--- src/rtl/video_stream_pkg.sv ---
// Shared encodings for the packed 24-bit video stream (packer and unpacker).
// Three 32-bit words carry four 24-bit pixels; the phase says which word is next.
package video_stream_pkg;

    localparam int X_SIZE_DEF = 640;
    localparam int Y_SIZE_DEF = 480;

    localparam logic [1:0] PH_W0 = 2'd0;
    localparam logic [1:0] PH_W1 = 2'd1;
    localparam logic [1:0] PH_W2 = 2'd2;

    localparam logic [1:0] ST_EMPTY = 2'd0;
    localparam logic [1:0] ST_HOLD  = 2'd1;
    localparam logic [1:0] ST_HOLD2 = 2'd2;

    function automatic logic [1:0] phase_next(input logic [1:0] ph);
        return (ph == PH_W2) ? PH_W0 : ph + 2'd1;
    endfunction

endpackage

--- src/rtl/pixel_counter.sv ---
// Position of the presented pixel plus the position the next loaded pixel will take.
// A load may restart the frame (sync) or end the line early after this pixel (brk).
module pixel_counter
    import video_stream_pkg::*;
#(
    parameter int X_SIZE = X_SIZE_DEF,
    parameter int Y_SIZE = Y_SIZE_DEF
) (
    input  logic       aclk,
    input  logic       aresetn,
    input  logic       load,
    input  logic       sync,
    input  logic       brk,
    output logic [9:0] pix_x,
    output logic [8:0] pix_y,
    output logic [9:0] next_x,
    output logic [8:0] next_y,
    output logic       pix_sof,
    output logic       pix_eol
);

    localparam logic [9:0] X_LAST = 10'(X_SIZE - 1);
    localparam logic [8:0] Y_LAST = 9'(Y_SIZE - 1);

    logic [9:0] x_q, x_d, nx_q, nx_d, px;
    logic [8:0] y_q, y_d, ny_q, ny_d, py;

    always_comb begin
        x_d  = x_q;
        y_d  = y_q;
        nx_d = nx_q;
        ny_d = ny_q;
        px   = sync ? 10'd0 : nx_q;
        py   = sync ? 9'd0 : ny_q;
        if (load) begin
            x_d = px;
            y_d = py;
            // An early end of line behaves exactly like a natural wrap.
            if (brk || (px == X_LAST)) begin
                nx_d = 10'd0;
                ny_d = (py == Y_LAST) ? 9'd0 : py + 9'd1;
            end else begin
                nx_d = px + 10'd1;
                ny_d = py;
            end
        end
    end

    always_ff @(posedge aclk or negedge aresetn) begin
        if (!aresetn) begin
            x_q  <= 10'd0;
            y_q  <= 9'd0;
            nx_q <= 10'd0;
            ny_q <= 9'd0;
        end else begin
            x_q  <= x_d;
            y_q  <= y_d;
            nx_q <= nx_d;
            ny_q <= ny_d;
        end
    end

    assign pix_x   = x_q;
    assign pix_y   = y_q;
    assign next_x  = nx_q;
    assign next_y  = ny_q;
    assign pix_sof = (x_q == 10'd0) && (y_q == 9'd0);
    assign pix_eol = (x_q == X_LAST);

endmodule

--- src/rtl/stream_unpacker.sv ---
// Unpacks 3-word/4-pixel packed 24-bit video into one pixel per handshake,
// with frame/line resynchronisation and sticky framing-error flags.
module stream_unpacker
    import video_stream_pkg::*;
#(
    parameter int X_SIZE = X_SIZE_DEF,
    parameter int Y_SIZE = Y_SIZE_DEF
) (
    input  logic        aclk,
    input  logic        aresetn,
    input  logic [31:0] in_stream_tdata,
    input  logic [3:0]  in_stream_tkeep,
    input  logic        in_stream_tlast,
    input  logic        in_stream_tuser,
    input  logic        in_stream_tvalid,
    output logic        in_stream_tready,
    output logic [7:0]  pix_r,
    output logic [7:0]  pix_g,
    output logic [7:0]  pix_b,
    output logic [9:0]  pix_x,
    output logic [8:0]  pix_y,
    output logic        pix_sof,
    output logic        pix_eol,
    output logic        pix_valid,
    input  logic        pix_ready,
    input  logic        err_clr,
    output logic        err_sof,
    output logic        err_eol,
    output logic [1:0]  dbg_state
);

    // Handshakes: a word moves when in_stream_tvalid & in_stream_tready, a pixel
    // moves when pix_valid & pix_ready; neither valid depends on its ready.
    localparam logic [9:0] X_PEN = 10'(X_SIZE - 2);

    logic [1:0]  state_q, state_d, phase_q, phase_d, eff_ph;
    logic [15:0] res_q, res_d;
    logic [23:0] pend_q, pend_d, pix_q, pix_d;
    logic        cut_q, cut_d, init_q, init_d;
    logic        err_sof_q, err_sof_d, err_eol_q, err_eol_d;
    logic        acc, hs, sof_bad, eol_word, eol_bad, cut_line;
    logic        cnt_load, cnt_sync, cnt_brk;
    logic [9:0]  next_x;
    logic [8:0]  next_y;
    logic [31:0] w;
    logic        unused_tkeep;

    assign unused_tkeep = ^in_stream_tkeep;
    assign w            = in_stream_tdata;

    assign pix_valid        = (state_q != ST_EMPTY);
    assign in_stream_tready = init_q & ((state_q == ST_EMPTY) | ((state_q == ST_HOLD) & pix_ready));
    assign acc              = in_stream_tvalid & in_stream_tready;
    assign hs               = pix_valid & pix_ready;

    // A misplaced start of frame re-decodes the word as W0 at (0,0).
    assign sof_bad  = in_stream_tuser & ((phase_q != PH_W0) | (|next_x) | (|next_y));
    assign eff_ph   = sof_bad ? PH_W0 : phase_q;
    assign eol_word = (eff_ph == PH_W2) & (next_x == X_PEN);
    assign eol_bad  = in_stream_tlast ^ eol_word;
    assign cut_line = in_stream_tlast & ~eol_word;

    always_comb begin
        state_d   = state_q;
        phase_d   = phase_q;
        res_d     = res_q;
        pend_d    = pend_q;
        pix_d     = pix_q;
        cut_d     = cut_q;
        init_d    = 1'b1;
        cnt_load  = 1'b0;
        cnt_sync  = 1'b0;
        cnt_brk   = 1'b0;
        err_sof_d = err_clr ? 1'b0 : err_sof_q;
        err_eol_d = err_clr ? 1'b0 : err_eol_q;
        if (acc) begin
            cnt_load = 1'b1;
            cnt_sync = sof_bad;
            if (sof_bad) err_sof_d = 1'b1;
            if (eol_bad) err_eol_d = 1'b1;
            phase_d = cut_line ? PH_W0 : phase_next(eff_ph);
            case (eff_ph)
                PH_W1: begin
                    pix_d   = {w[15:0], res_q[7:0]};
                    res_d   = w[31:16];
                    state_d = ST_HOLD;
                    cnt_brk = cut_line;
                end
                PH_W2: begin
                    // The line break, if any, belongs after p3, not p2.
                    pix_d   = {w[7:0], res_q};
                    pend_d  = w[31:8];
                    state_d = ST_HOLD2;
                    cut_d   = cut_line;
                end
                default: begin
                    pix_d   = w[23:0];
                    res_d   = {8'h00, w[31:24]};
                    state_d = ST_HOLD;
                    cnt_brk = cut_line;
                end
            endcase
        end else if ((state_q == ST_HOLD2) && hs) begin
            pix_d    = pend_q;
            state_d  = ST_HOLD;
            cnt_load = 1'b1;
            cnt_brk  = cut_q;
            cut_d    = 1'b0;
        end else if ((state_q == ST_HOLD) && hs) begin
            state_d = ST_EMPTY;
        end
    end

    always_ff @(posedge aclk or negedge aresetn) begin
        if (!aresetn) begin
            state_q   <= ST_EMPTY;
            phase_q   <= PH_W0;
            res_q     <= 16'h0000;
            pend_q    <= 24'h000000;
            pix_q     <= 24'h000000;
            cut_q     <= 1'b0;
            init_q    <= 1'b0;
            err_sof_q <= 1'b0;
            err_eol_q <= 1'b0;
        end else begin
            state_q   <= state_d;
            phase_q   <= phase_d;
            res_q     <= res_d;
            pend_q    <= pend_d;
            pix_q     <= pix_d;
            cut_q     <= cut_d;
            init_q    <= init_d;
            err_sof_q <= err_sof_d;
            err_eol_q <= err_eol_d;
        end
    end

    pixel_counter #(
        .X_SIZE(X_SIZE),
        .Y_SIZE(Y_SIZE)
    ) u_counter (
        .aclk    (aclk),
        .aresetn (aresetn),
        .load    (cnt_load),
        .sync    (cnt_sync),
        .brk     (cnt_brk),
        .pix_x   (pix_x),
        .pix_y   (pix_y),
        .next_x  (next_x),
        .next_y  (next_y),
        .pix_sof (pix_sof),
        .pix_eol (pix_eol)
    );

    assign pix_r     = pix_q[23:16];
    assign pix_g     = pix_q[15:8];
    assign pix_b     = pix_q[7:0];
    assign err_sof   = err_sof_q;
    assign err_eol   = err_eol_q;
    assign dbg_state = state_q;

endmodule

--- config.mk ---
export PLATFORM = sky130hd
export DESIGN_NAME = stream_unpacker
export DESIGN_NICKNAME = d
export VERILOG_FILES = /design/src/rtl/video_stream_pkg.sv /design/src/rtl/pixel_counter.sv /design/src/rtl/stream_unpacker.sv
export SDC_FILE = /design/constraint.sdc
export NUM_CORES = 1
export LEC_CHECK = 0
export ABC_AREA = 0
export BUFFER_PORTS_ARGS = -buffer_cell sky130_fd_sc_hd__buf_2
export CAP_MARGIN = 20
export CORE_ASPECT_RATIO = 1.2
export CORE_MARGIN = 2
export CORE_UTILIZATION = 25
export CTS_BUF_LIST = sky130_fd_sc_hd__clkbuf_4
export DETAILED_ROUTE_END_ITERATION = 12
export GPL_TIMING_DRIVEN = 1
export HOLD_SLACK_MARGIN = 0.06
export PLACE_DENSITY = 0.53
export SETUP_SLACK_MARGIN = 0.02
export SLEW_MARGIN = 10
export SYNTH_ARGS = -nofsm -noshare
export SYNTH_HDL_FRONTEND = slang
export SYNTH_SLANG_ARGS = --single-unit
--- constraint.sdc ---
create_clock -name aclk -period 5 [get_ports aclk]
set_input_delay 0.25 -clock aclk [delete_from_list [all_inputs] [get_ports aclk]]
set_output_delay 0.25 -clock aclk [all_outputs]
set_load 0.01 [all_outputs]
==> flow_metrics.env <==
export IMPL_status="finished clean"
export IMPL_cts_buffers=9
export IMPL_worst_setup_path_start_kind="flop"
export IMPL_dr_first_iter_drc_count=275
export IMPL_max_vdd_ir_drop_v=0.0002052
export IMPL_drt_pass1_iter_count=6
export IMPL_p_per_area_mw_per_mm2=457.0
export IMPL_start_util_pct=25.58
export IMPL_grt_pass1_vias=4466
export IMPL_fmax_ghz=0.3009
export IMPL_wl_per_cell_um=16.35
export IMPL_yosysWarnings=0
export IMPL_rows=58
export IMPL_finClkSkew_ns=0.01817
export IMPL_finalWeightedCongestion=0.7525
export IMPL_min_from="in_stream_tdata[6]"
export IMPL_required_ns=5.35
export IMPL_power_internal_w=0.001851
export IMPL_cp_slowest_cell="dfrtp_1"
export IMPL_cpPeakStageDelay_ns=0.51
export IMPL_pwr_share_clk_pct=16.6
export IMPL_place_ws_ns=1.680
export IMPL_maxCapViolations=0
export IMPL_crit_top_cell="and4_1"
export IMPL_nNetsFinal=700
export IMPL_period_minus_slack_ns=3.324
export IMPL_grt_antenna_before_repair=0
export IMPL_dieArea_mm2=0.02281
export IMPL_htreeDepth=3
export IMPL_rsz0062_at_grt="false"
export IMPL_clockBufferDepth=2
export IMPL_worstMarginPinSlew_ns=1.025
export IMPL_drt_vias_per_instance=4.897
export IMPL_grt_max_degree=57
export IMPL_grt_pass1_wl_um=24510
export IMPL_ios=94
export IMPL_power_frac_seq_pct=46.9
export IMPL_power_switching_w=0.001146
export IMPL_core_area_mm2=0.02112
export IMPL_clk_latency_ns=0.48
export IMPL_crit_chain="nor4_1, nand4_1, o21bai_4, and2_1, ha_1, and4_1, and4_1, nor2_1, o311ai_0, o41ai_1"
export IMPL_ant_nets=0
export IMPL_dp_final_hpwl_um=10300
export IMPL_syn_area_mm2=0.005403
export IMPL_grt_use_total_pct=13.56
export IMPL_power_leakage_nw=2.985
export IMPL_die_x_um=138.2
export IMPL_setup_viol=0
export IMPL_gr_total_overflow=0
export IMPL_die_h_um=165.0
export IMPL_areaGrowthSynthToFinish_pct=21.40
export IMPL_timing_rr_start="u_counter.next_x[2]"
export IMPL_syn_inst=552
export IMPL_drive_above_1_share_pct=22.90
export IMPL_crit_start="u_counter.next_x[2]"
export IMPL_critPathKind="reg -> reg"
export IMPL_avgSynthCellArea_um2=9.787
export IMPL_cts_sinks=110
export IMPL_seq_area_frac_synth_pct=50.95
export IMPL_final_common_cell="dfrtp_1"
export IMPL_vias=4530
export IMPL_tns_ns=0
export IMPL_port_buffers=89
export IMPL_report_final_slew_viol_count=0
export IMPL_comb_power_share_pct=36.5
export IMPL_fin_hold_ws_ns=0.09173
export IMPL_ys_seq_elements=110
export IMPL_synth_cell_types=51
export IMPL_crit_fanout=22
export IMPL_critPathCaptureType="flop"
export IMPL_diodes=0
export IMPL_mostFrequentLayoutCells="dfrtp_1, buf_2, nand2_1, o21ai_0, a22oi_1"
export IMPL_timing_final_ws_setup_ns=1.676
export IMPL_clk_pin_slew_ns=0.17
export IMPL_drc=0
export IMPL_cts_root_buffer="clkbuf_4"
export IMPL_cp_arrival_ns=3.67
export IMPL_timing_final_crit_share_pct=66.47
export IMPL_wl_um=15130
export IMPL_hold_viol=0
export IMPL_hold_path_class="in -> reg"
export IMPL_maxSlewHeadroom_pct=31.52
export IMPL_switching_share_pct=38.24
export IMPL_cts_tree="built"
export IMPL_synth_fp_nets=601
[registers in the layout, indices dropped and copies added (netlist names)]
signal            cells
err_sof               1
init_q                1
u_counter.pix_x      10
u_counter.pix_y       9
phase_q               2
dbg_state             2
res_q                16
u_counter.next_x     10
cut_q                 1
err_eol               1
pix_q                24
u_counter.next_y      9
pend_q               24
[Yosys cell counts, drive strengths merged]
cell type,instances,area share (%)
or4,2,0.28
a31oi,3,0.35
nor2,36,2.5
and4,3,0.49
o41ai,2,0.32
nand3b,1,0.14
and2,5,0.58
nor3b,10,1.4
buf,15,1.4
ha,6,1.4
or3,2,0.23
dfrtp,110,51
nor4b,1,0.44
and3,6,0.69
nor4,11,1.3
mux2i,8,1.5
a221o,1,0.21
o21bai,1,0.35
nand4bb,1,0.21
nand2,77,5.3
mux2,26,5.4
a221oi,1,0.16
a22o,8,1.3
a22oi,40,5.6
xnor2,1,0.16
o22ai,1,0.12
nor2b,5,0.72
nor3,5,0.76
nand4,4,0.46
o311ai,4,0.65
a21o,3,0.42
o31ai,3,0.42
a211o,1,0.16
clkbuf,23,1.6
o21ai,55,5.1
nand3,16,1.6
conb,1,0.069
nand2b,7,0.95
a21oi,39,3.7
inv,6,0.42
o21ba,1,0.19
or2,1,0.12
[cell families after synthesis]
group,Yosys count,synth area share (%)
adders and majority gates,6,1.389
muxes,34,6.901
buffers and inverters,44,3.381
AOI/OAI and AO/OA,163,18.99
and+or+nand+nor,193,18.16
DFF,110,50.95
xor gates and xnor gates,1,0.1621
other,1,0.06941
[timing repair]
| action | in CTS | in global routing |
|---|---|---|
| hold buffers | 27 | 1 |
| endpoints found under the hold margin | 100 | 1 |
| setup buffers | 0 | 0 |
| gates resized for setup | 0 | 0 |
| setup endpoints to repair | 0 | 0 |
[final timing paths]
| path | endpoint | slack, ns | cells past startpoint |
|---|---|---|---|
| worst max register to register | u_counter.next_y[3] | 1.68 | 10 |
| worst min register to register | res_q[15] | 0.49 | 2 |
| worst min-delay path | pix_q[6] | 0.09 | 3 |
| worst max-delay path | u_counter.next_y[3] | 1.68 | 10 |
| max in group asynchronous | res_q[8] | 3.44 | 3 |
| min in group asynchronous | u_counter.pix_y[5] | 0.35 | 2 |
[worst max-delay path: cells and delay by family (launching register included)]
| family | cells | cell delay (ns) |
|---|---|---|
| flip-flops | 1 | 0.51 |
| AO/OA/AOI/OAI | 3 | 0.94 |
| AND/OR/NAND/NOR | 6 | 1.48 |
| adder cells (fa/ha/maj) | 1 | 0.27 |
[per-layer routing]
layer	part of all wire [%]	wire length [um]	vias up	GRT usage (%)
met1	45	6762	2224	17.14
met3	4.0	602	15	3.189
met2	50	7524	93	23.42
met5	0	0	-	0
met4	1.6	235	0	3.525
li1	-	-	2198	-
[per-stage QoR]
step	std cells	total power [W]	util, %	area, um^2
floorplan	552	0.002086	-	5403
global placement	881	0.002503	28.88	6098
detailed placement	881	0.002516	28.88	6098
CTS	923	0.003044	30.88	6521
global route	925	0.003235	31.06	6559
finish	925	0.002997	31.06	6559
[power groups by stage]
stage / combinational (W) / clock [W] / sequential, W
after floorplan: 0.000661 / 0 / 0.00142
after global routing: 0.00123 / 0.000555 / 0.00145
after CTS: 0.00111 / 0.000526 / 0.00141
final: 0.00109 / 0.000497 / 0.00141
after detailed placement: 0.00109 / 0 / 0.00142
after global placement: 0.00108 / 0 / 0.00142
[layout make-up]
type | count | area [um^2]
clock inverter | 6 | 85.08
timing repair buffer | 126 | 815.8
fill | 2232 | 14560
sequential | 110 | 2753
tap | 270 | 337.8
inverter | 6 | 22.52
multi-input combinational | 398 | 2477
clock buffer | 9 | 67.56
(Power assumes the default switching activity.)
